<file path="config.mk">
export PLATFORM = sky130hd
export DESIGN_NAME = shift_serializer_flat
export DESIGN_NICKNAME = d
export VERILOG_FILES = /design/src/rtl/shift_serializer_pkg.sv /design/src/rtl/shift_serializer_if.sv /design/src/rtl/shift_serializer_bit_timer.sv /design/src/rtl/shift_serializer.sv /design/src/flat_wrapper.sv
export SDC_FILE = /design/constraint.sdc
export NUM_CORES = 1
export LEC_CHECK = 0
export ABC_AREA = 0
export CAP_MARGIN = 20
export CORE_MARGIN = 4
export CORE_UTILIZATION = 53
export DETAILED_ROUTE_END_ITERATION = 10
export PLACE_DENSITY = 0.78
export SLEW_MARGIN = 20
export SYNTH_ARGS = -nofsm -noshare
export SYNTH_HDL_FRONTEND = slang
export SYNTH_SLANG_ARGS = --single-unit
export TNS_END_PERCENT = 20
</file>
<file path="constraint.sdc">
create_clock -name clk -period 1.85 [get_ports clk]
set_clock_uncertainty 0.1 [all_clocks]
set_input_delay 0.185 -clock clk [delete_from_list [all_inputs] [get_ports clk]]
set_output_delay 0.185 -clock clk [all_outputs]
set_load 0.005 [all_outputs]
</file>
<file path="src/rtl/shift_serializer_pkg.sv">
// shift_pkg: FSM states and serial line levels shared by the serializer.
package shift_pkg;
  typedef enum logic [1:0] {S_IDLE, S_START, S_DATA, S_STOP} state_t;
  localparam logic LINE_IDLE = 1'b1;
  localparam logic START_BIT = 1'b0;
  localparam logic STOP_BIT = 1'b1;
endpackage

</file>
<file path="src/rtl/shift_serializer_if.sv">
// shift_serializer_if: parallel-word handshake and serial line outputs.
interface shift_serializer_if #(parameter int WIDTH = 8);
  logic [WIDTH-1:0] Din;
  logic valid;
  logic lsb_first;
  logic ready;
  logic Sout;
  logic busy;
  logic done;
  modport master (output Din, valid, lsb_first, input ready, Sout, busy, done);
  modport slave (input Din, valid, lsb_first, output ready, Sout, busy, done);
endinterface

</file>
<file path="src/rtl/shift_serializer_bit_timer.sv">
// bit_timer: counts DIV cycles per serial bit; tick_next lets the caller register outputs one cycle ahead.
module bit_timer #(
  parameter int DIV = 4
) (
  input  logic clk,
  input  logic rst_n,
  input  logic clr,
  output logic tick,
  output logic tick_next
);
  localparam int TW = DIV > 1 ? $clog2(DIV) : 1;
  logic [TW-1:0] cnt_q, cnt_d;
  always_comb begin
    tick = cnt_q == TW'(DIV - 1);
    cnt_d = (clr || tick) ? '0 : cnt_q + TW'(1);
    tick_next = cnt_d == TW'(DIV - 1);
  end
  always_ff @(posedge clk or negedge rst_n)
    if (!rst_n) cnt_q <= '0;
    else cnt_q <= cnt_d;
endmodule

</file>
<file path="src/rtl/shift_serializer.sv">
// shift_serializer: sends a parallel word as start bit, WIDTH data bits and stop bit(s).
module shift_serializer
  import shift_pkg::*;
#(
  parameter int WIDTH = 8,
  parameter int DIV = 4,
  parameter int STOP_BITS = 1
) (
  input logic clk,
  input logic rst_n,
  shift_serializer_if.slave bus
);
  localparam int IW = $clog2(WIDTH);
  state_t state_q, state_d;
  logic [WIDTH-1:0] sr_q, sr_d, shifted;
  logic [IW-1:0] idx_q, idx_d;
  logic [0:0] sb_q, sb_d;
  logic lsb_q, lsb_d, sout_q, sout_d, ready_q, ready_d, busy_q, busy_d, done_q, done_d;
  logic accept, tick, tick_next, first_bit, final_next;
  bit_timer #(.DIV(DIV)) u_timer (.clk(clk), .rst_n(rst_n), .clr(accept), .tick(tick), .tick_next(tick_next));
  always_comb begin
    accept = bus.valid && ready_q;
    first_bit = lsb_q ? sr_q[0] : sr_q[WIDTH-1];
    shifted = lsb_q ? sr_q >> 1 : sr_q << 1;
    state_d = state_q;
    sr_d = sr_q;
    lsb_d = lsb_q;
    idx_d = idx_q;
    sb_d = sb_q;
    sout_d = sout_q;
    case (state_q)
      S_IDLE: ;
      S_START:
        if (tick) begin
          state_d = S_DATA;
          sout_d = first_bit;
          sr_d = shifted;
          idx_d = '0;
        end
      S_DATA:
        if (tick && idx_q == IW'(WIDTH - 1)) begin
          state_d = S_STOP;
          sout_d = STOP_BIT;
          sb_d = '0;
        end else if (tick) begin
          idx_d = idx_q + IW'(1);
          sout_d = first_bit;
          sr_d = shifted;
        end
      S_STOP:
        if (tick && sb_q == 1'(STOP_BITS - 1)) begin
          state_d = S_IDLE;
          sb_d = '0;
        end else if (tick) sb_d = sb_q + 1'b1;
    endcase
    // ready is raised during the last stop cycle so a held valid starts the next frame with no gap
    if (accept) begin
      state_d = S_START;
      sr_d = bus.Din;
      lsb_d = bus.lsb_first;
      idx_d = '0;
      sb_d = '0;
      sout_d = START_BIT;
    end
    final_next = state_d == S_STOP && sb_d == 1'(STOP_BITS - 1) && tick_next;
    done_d = final_next;
    ready_d = state_d == S_IDLE || final_next;
    busy_d = state_d != S_IDLE;
  end
  always_ff @(posedge clk or negedge rst_n)
    if (!rst_n) begin
      state_q <= S_IDLE;
      sr_q <= '0;
      lsb_q <= 1'b0;
      idx_q <= '0;
      sb_q <= '0;
      sout_q <= LINE_IDLE;
      ready_q <= 1'b1;
      busy_q <= 1'b0;
      done_q <= 1'b0;
    end else begin
      state_q <= state_d;
      sr_q <= sr_d;
      lsb_q <= lsb_d;
      idx_q <= idx_d;
      sb_q <= sb_d;
      sout_q <= sout_d;
      ready_q <= ready_d;
      busy_q <= busy_d;
      done_q <= done_d;
    end
  assign bus.ready = ready_q;
  assign bus.Sout = sout_q;
  assign bus.busy = busy_q;
  assign bus.done = done_q;
endmodule

</file>
<file path="src/flat_wrapper.sv">
// flat-port wrapper written by rule: the top's interface ports become plain ports
module shift_serializer_flat import shift_pkg::*;
#(
  parameter int WIDTH = 8,
  parameter int DIV = 4,
  parameter int STOP_BITS = 1
)
  (clk, rst_n, bus_Din, bus_valid, bus_lsb_first, bus_ready, bus_Sout, bus_busy, bus_done);
  shift_serializer_if #(.WIDTH(WIDTH)) bus_i ();
  input logic clk;
  input logic rst_n;
  input wire logic [$bits(bus_i.Din)-1:0] bus_Din;
  input wire logic [$bits(bus_i.valid)-1:0] bus_valid;
  input wire logic [$bits(bus_i.lsb_first)-1:0] bus_lsb_first;
  output wire logic [$bits(bus_i.ready)-1:0] bus_ready;
  output wire logic [$bits(bus_i.Sout)-1:0] bus_Sout;
  output wire logic [$bits(bus_i.busy)-1:0] bus_busy;
  output wire logic [$bits(bus_i.done)-1:0] bus_done;
  assign bus_i.Din = bus_Din;
  assign bus_i.valid = bus_valid;
  assign bus_i.lsb_first = bus_lsb_first;
  assign bus_ready = bus_i.ready;
  assign bus_Sout = bus_i.Sout;
  assign bus_busy = bus_i.busy;
  assign bus_done = bus_i.done;
  shift_serializer #(.WIDTH(WIDTH), .DIV(DIV), .STOP_BITS(STOP_BITS)) u_core (.clk(clk), .rst_n(rst_n), .bus(bus_i));
endmodule
</file>
; After elaboration in Yosys (flattened, before gate mapping)
; Cells that the tools add are included.
[totals]
inputBits = 12
elab_cells = 63
out_inout_bits = 4
reg_bits = 21
[op_classes]
reduce_logical = 12
eq_ne = 10
bitwise_logic = 2
n_addsub = 3
mux = 26
[ops]
columns = op, n
row1 = 2-to-1 mux 8 bit, 4
row2 = one-hot mux 8 bit (2 select lines), 1
row3 = 2-to-1 mux 3 bit, 4
row4 = equality test 2 bit (second input constant), 5
row5 = 2-to-1 mux 2 bit, 5
row6 = 2-to-1 mux 1 bit, 8
row7 = != test 3 x 2 -> 1 bit (second input constant), 2
row8 = one-hot mux 2 bit (3 select lines), 1
row9 = one-hot mux 3 bit (2 select lines), 1
row10 = logical AND 1 bit, 5
row11 = one-hot mux 1 bit (2 select lines), 2
row12 = AND reduction 4 bit, 1
row13 = adder 3 x 1 -> 3 bit (second input constant), 1
row14 = equality test 3 bit (second input constant), 1
row15 = != test 3 bit (second input constant), 1
row16 = nonzero test 3 bit, 1
row17 = adder 2 x 1 -> 2 bit (second input constant), 1
row18 = equality test 2 x 1 -> 1 bit (second input constant), 1
row19 = logical NOT 2 bit, 1
row20 = logical OR 1 bit, 2
row21 = NOT 1 bit, 2
row22 = AND reduction 2 bit, 1
row23 = nonzero test 2 bit, 1
row24 = adder 1 bit (second input constant), 1

; Depth between registers and ports, before layout
[logic_depth]
word_depth = 9
depth_mapped = 8
ltp_nobuf = 7

; Modules after synthesis
; A second synthesis with hierarchy kept.
[unflattened]
hier_cells = 107
area_unflattened_um2 = 1137.3
[modules_own_cells]
columns = module, area_per_inst_um2, cells_each, seq_area_each_um2, instances
row1 = shift_serializer, 1047.3, 101, 478.0, 1
row2 = bit_timer, 90.1, 6, 50.0, 1

; Worst setup path after synthesis
; OpenSTA, ideal clock, no wires.
[synth_timing]
kind = reg-to-reg
startpoint = register u_core.idx_q[0]
endpoint = register u_core.idx_q[0]
period_less_slack_ns = 1.635
path_buffers = 0
stages_incl_launch_ff = 7
arrival_time_ns = 1.469
path_slack_ns = 0.215
path_cell_list = dfrtp_1 -> ha_1 -> ha_1 -> nand3_2 -> nand3_2 -> nor3b_1 -> mux2_2
[synth_via]
elab_chain_cells = 5
word_cells_on_any_way = 9
classes_between = 1 x add/sub / 2 x eq/ne / 4 x mux / 2 x reduce/logical
[synth_rtl]
columns = item, line_no
row1 = from (decl), shift_serializer.sv:16  ; logic [IW-1:0] idx_q, idx_d;
row2 = from (signal assigned), shift_serializer.sv:85  ; idx_q <= idx_d;
row3 = adder 3 x 1 -> 3 bit, shift_serializer.sv:46  ; idx_d = idx_q + IW'(1);
row4 = 2-to-1 mux 3 bit, shift_serializer.sv:45  ; end else if (tick) begin
row5 = 2-to-1 mux 3 bit, shift_serializer.sv:41  ; if (tick && idx_q == IW'(WIDTH - 1)) begin
row6 = one-hot mux 3 bit (2 select lines), shift_serializer.sv:31  ; case (state_q)
row7 = 2-to-1 mux 3 bit, shift_serializer.sv:57  ; if (accept) begin
; Several ways; a longest one is shown, not always the timed one. The select of a mux whose other input is x is not followed.
; A chain may end at the register's enable or synchronous reset.

; Worst setup path in the final report
[layout_timing]
startpoint = register u_core.idx_q[0]
endpoint = register u_core.sr_q[7]
[layout_via]
elab_chain_cells = 4
[layout_rtl]
columns = item, line_no
row1 = equality test 3 bit, shift_serializer.sv:41
row2 = logical AND 1 bit, shift_serializer.sv:41
row3 = != test 3 bit (no source line), -
row4 = AND reduction 2 bit (no source line), -
row5 = to (signal assigned), shift_serializer.sv:83  ; sr_q <= sr_d;
row6 = to (decl), shift_serializer.sv:15  ; logic [WIDTH-1:0] sr_q, sr_d, shifted;
; No other way between the ends.

==> summary.md <==
| Metric | Value |
|---|---|
| Status | complete, no violations |
| CP Max Fanout | 17 |
| Routed len/inst | 12.90 um |
| Antenna cell count | 0 |
| Final nets | 151 |
| TritonCTS clock tree | done |
| Max_slew headroom | between 60% and 70% |
| Comb power frac | 45.7% |
| DPL Wire Length | between 1.5 and 2 mm |
| Hold_ws | between 0.09 and 0.1 ns |
| Syn Area/Cell | a little over 10 um^2 |
| Worst-margin pin slew | approximately 0.47 ns |
| Vias in the first global route | between 700 and 800 |
| Detailed-route via count | approximately 850 |
| Syn Inst Count | between 100 and 150 |
| Chip width | 54.30 um |
| Die area | 0.002948 mm^2 |
| LEAKAGE | around 0.61 nW |
| DRT iter0 DRCs | 15 |
| Switching share of total power | 39.13% |
| Post-synth EDFFs | 0 |
| Clock latency at the later pin of the worst-skew pair | roughly 0.30 ns |
| Total wire length | between 2 and 2.5 mm |
| Synth cell types | 31 |
| Clock Tree Root | clkbuf_4 |
| Power Dens Cells | roughly 1400 mW/mm^2 |
| Drt first pass iters | 5 |
| Initial antenna violation count | 0 |
| Largest net degree at the start of global routing | 20 |
| Total gr overflow | 0 |
| Top FF cell, synth | dfrtp_1 |
| H-tree level count | 1 |
| Max Cap Viol | 0 |
| RePlAce Congestion | ~0.84 |
| Port bufs | 15 |
| Largest cells by area after synthesis | dfrtp_1 (42%), ha_1 (8.8%), mux2i_1 (5.3%) |
| Crit path launch type | flop |
| Unrepaired setup endpoints after global routing | yes |
| CP endpoint kind | flop |
| Worst reg2reg startpoint | u_core.idx_q[0] |
| Worst vdd ir | ~820 uV |
| Total GRT Usage | 16.41% |
| Row cnt | 16 |
| Synthesized area | 0.001136 mm^2 |
| Post-synthesis sequential area ratio | between 40 and 50% |
| Syn nets | 133 |
| Fraction of registers with async set/reset | between 90% and 100% |
| Post_cts resized | 0 |
| Initial Utilization | between 50% and 60% |
| Fin. Hold Viols | 0 |
| Hold-fix buffer count after cts | 0 |
| Critical Path RT | between 1.5 and 2 ns |
| Worst-path clk slew | about 0.12 ns |
| Num ports | 16 |
| TritonCTS Buffers | 3 |
| Min Clock Period, post-route | 1.749 ns |
| Area share of the leading cell type in the synthesized netlist | 41.85% |
| Final setup violation count | 0 |
| Area Overhead vs Synth | 19.82% |
| Core Util, Final | between 60% and 70% |
| Vias/cell | 5.401 |
| Psw | between 700 and 800 uW |
| Post-CTS setup buffers | 0 |
| Worst R2R End | u_core.sr_q[7] |
| Hold WC Path Type | in2async |
| Drc violations | 0 |
| Die Y | around 54 um |
| First-pass GRT wire length | 3.443 mm |
| Worst EP arrival | around 1.9 ns |
| Reg2Reg Depth | 8 |
| Fin crit share | 94.57% |
| Ys Warns | 0 |
| Internal | 1.144 mW |
| Fin. max-slew vios | 0 |
| Clock Power Share | between 10% and 20% |
| Antenna Nets Post-Route | 0 |
| Clock sink total | 21 |
| Placeable Area | roughly 0.002 mm^2 |
| Layout cells sized above 1 | approximately 14% |
| Max frequency | between 0.5 and 0.6 GHz |
| Clock tree buffer depth | 2 |
| Worst reg-to-reg setup slack | a little over 0.1 ns |
| Register share of total power | approximately 43% |
| Fillers | between 100 and 150 |
| #FFs+latches synth | 21 |
| Critical setup path kind | reg2reg |
| Cell taking the most area after synthesis | dfrtp_1 |
[through the flow]
step	instance area [um^2]	power (mW)	setup TNS [ns]	instances	setup slack, ns
5_1_grt	1361	2.046	-0.03118	157	-0.02628
6_report	1361	1.879	0	157	0.1005
3_3_place_gp	1326	1.627	0	153	0.1464
4_1_cts	1354	1.890	0	157	0.07532
3_5_place_dp	1326	1.664	0	153	0.1090
2_1_floorplan	1136	1.408	0	113	0.2152
[cell usage after synthesis (2+ instances only)]
cell	n
nor2_1	11
nor3b_1	2
dfstp_2	2
dfrtp_1	19
a21oi_1	11
a211oi_1	3
nand2_1	10
buf_2	2
mux2i_1	6
nor3_1	2
inv_1	4
nor2b_1	2
mux2_2	2
ha_1	8
clkbuf_1	2
a22o_1	2
nand2b_1	3
o21ai_0	6
o21ai_1	3
nand3_2	2
[final cells by class]
| cell class | count | area (um^2) | share of cell area [%] |
|---|---|---|---|
| Sequential cell | 21 | 528.0 | 38.79 |
| Inverter | 4 | 15.01 | 1.103 |
| Timing Repair Buffer | 18 | 185.2 | 13.60 |
| Clock inverter | 1 | 5.005 | 0.3676 |
| Clock buffer | 3 | 22.52 | 1.654 |
| Tap cell | 27 | 33.78 | 2.482 |
| Multi-Input combinational cell | 83 | 571.8 | 42.00 |
[registers in the layout (all words and copies together), names as in the netlist]
| register | flops |
|---|---|
| u_core.lsb_q | 1 |
| u_core.bus.done | 1 |
| u_core.bus.ready | 1 |
| u_core.u_timer.cnt_q | 2 |
| u_core.idx_q | 3 |
| u_core.sr_q | 8 |
| u_core.sb_q | 1 |
| u_core.bus.busy | 1 |
| u_core.bus.Sout | 1 |
| u_core.state_q | 2 |
[critical path, stage by stage, from the launching register on]
cell and delay (ns):
dfrtp_1 0.41, ha_1 0.20, ha_1 0.19, nand3_2 0.12, nand3_2 0.14, buf_12 0.18, nor3b_1 0.18, a21oi_1 0.06
o21ai_1 0.11
[layout by cell type (no fill, tap or decap), drive strengths merged, types with 3 or more instances in the layout]
master	count
mux2i	6
o21ai	9
buf	3
nor2	11
inv	4
clkbuf	3
nand2	10
dfrtp	19
nand2b	3
ha	8
a211oi	3
clkdlybuf4s50	15
a21oi	11
[cells by family after synthesis]
logic type,Yosys count,share of synthesized area (%)
DFF,21,46.48
AOI/OAI and AO/OA,29,14.98
adders and majority gates,8,8.811
and+or+nand+nor,38,18.61
muxes,8,7.269
buffers and inverters,9,3.854
[routing by layer]
layer	vias up	wire length (um)	GRT usage, %
met5	-	0	0
met4	0	10	4.979
met3	2	61	4.087
met2	10	1026	27.09
met1	404	928	21.07
li1	432	-	-
[worst max-delay path by stage]
stage                     depth (start not counted)             from  slack, ns         endpoint
after floorplan                                   6  u_core.idx_q[0]       0.22  u_core.idx_q[0]
after global placement                            6  u_core.idx_q[0]       0.15  u_core.idx_q[0]
after detailed placement                          6  u_core.idx_q[0]       0.11  u_core.idx_q[0]
after CTS                                         6  u_core.idx_q[0]       0.08  u_core.idx_q[0]
after global routing                              8  u_core.idx_q[0]      -0.03   u_core.sr_q[7]
final                                             8  u_core.idx_q[0]       0.10   u_core.sr_q[7]
[power groups by stage]
stage	Sequential [mW]	Combinational [mW]	Clock, mW
floorplan	0.739	0.669	0
global placement	0.801	0.826	0
detailed placement	0.811	0.852	0
CTS	0.803	0.860	0.227
global route	0.830	0.963	0.252
finish	0.802	0.860	0.217
Note: power is estimated with default switching activity, not from simulation.
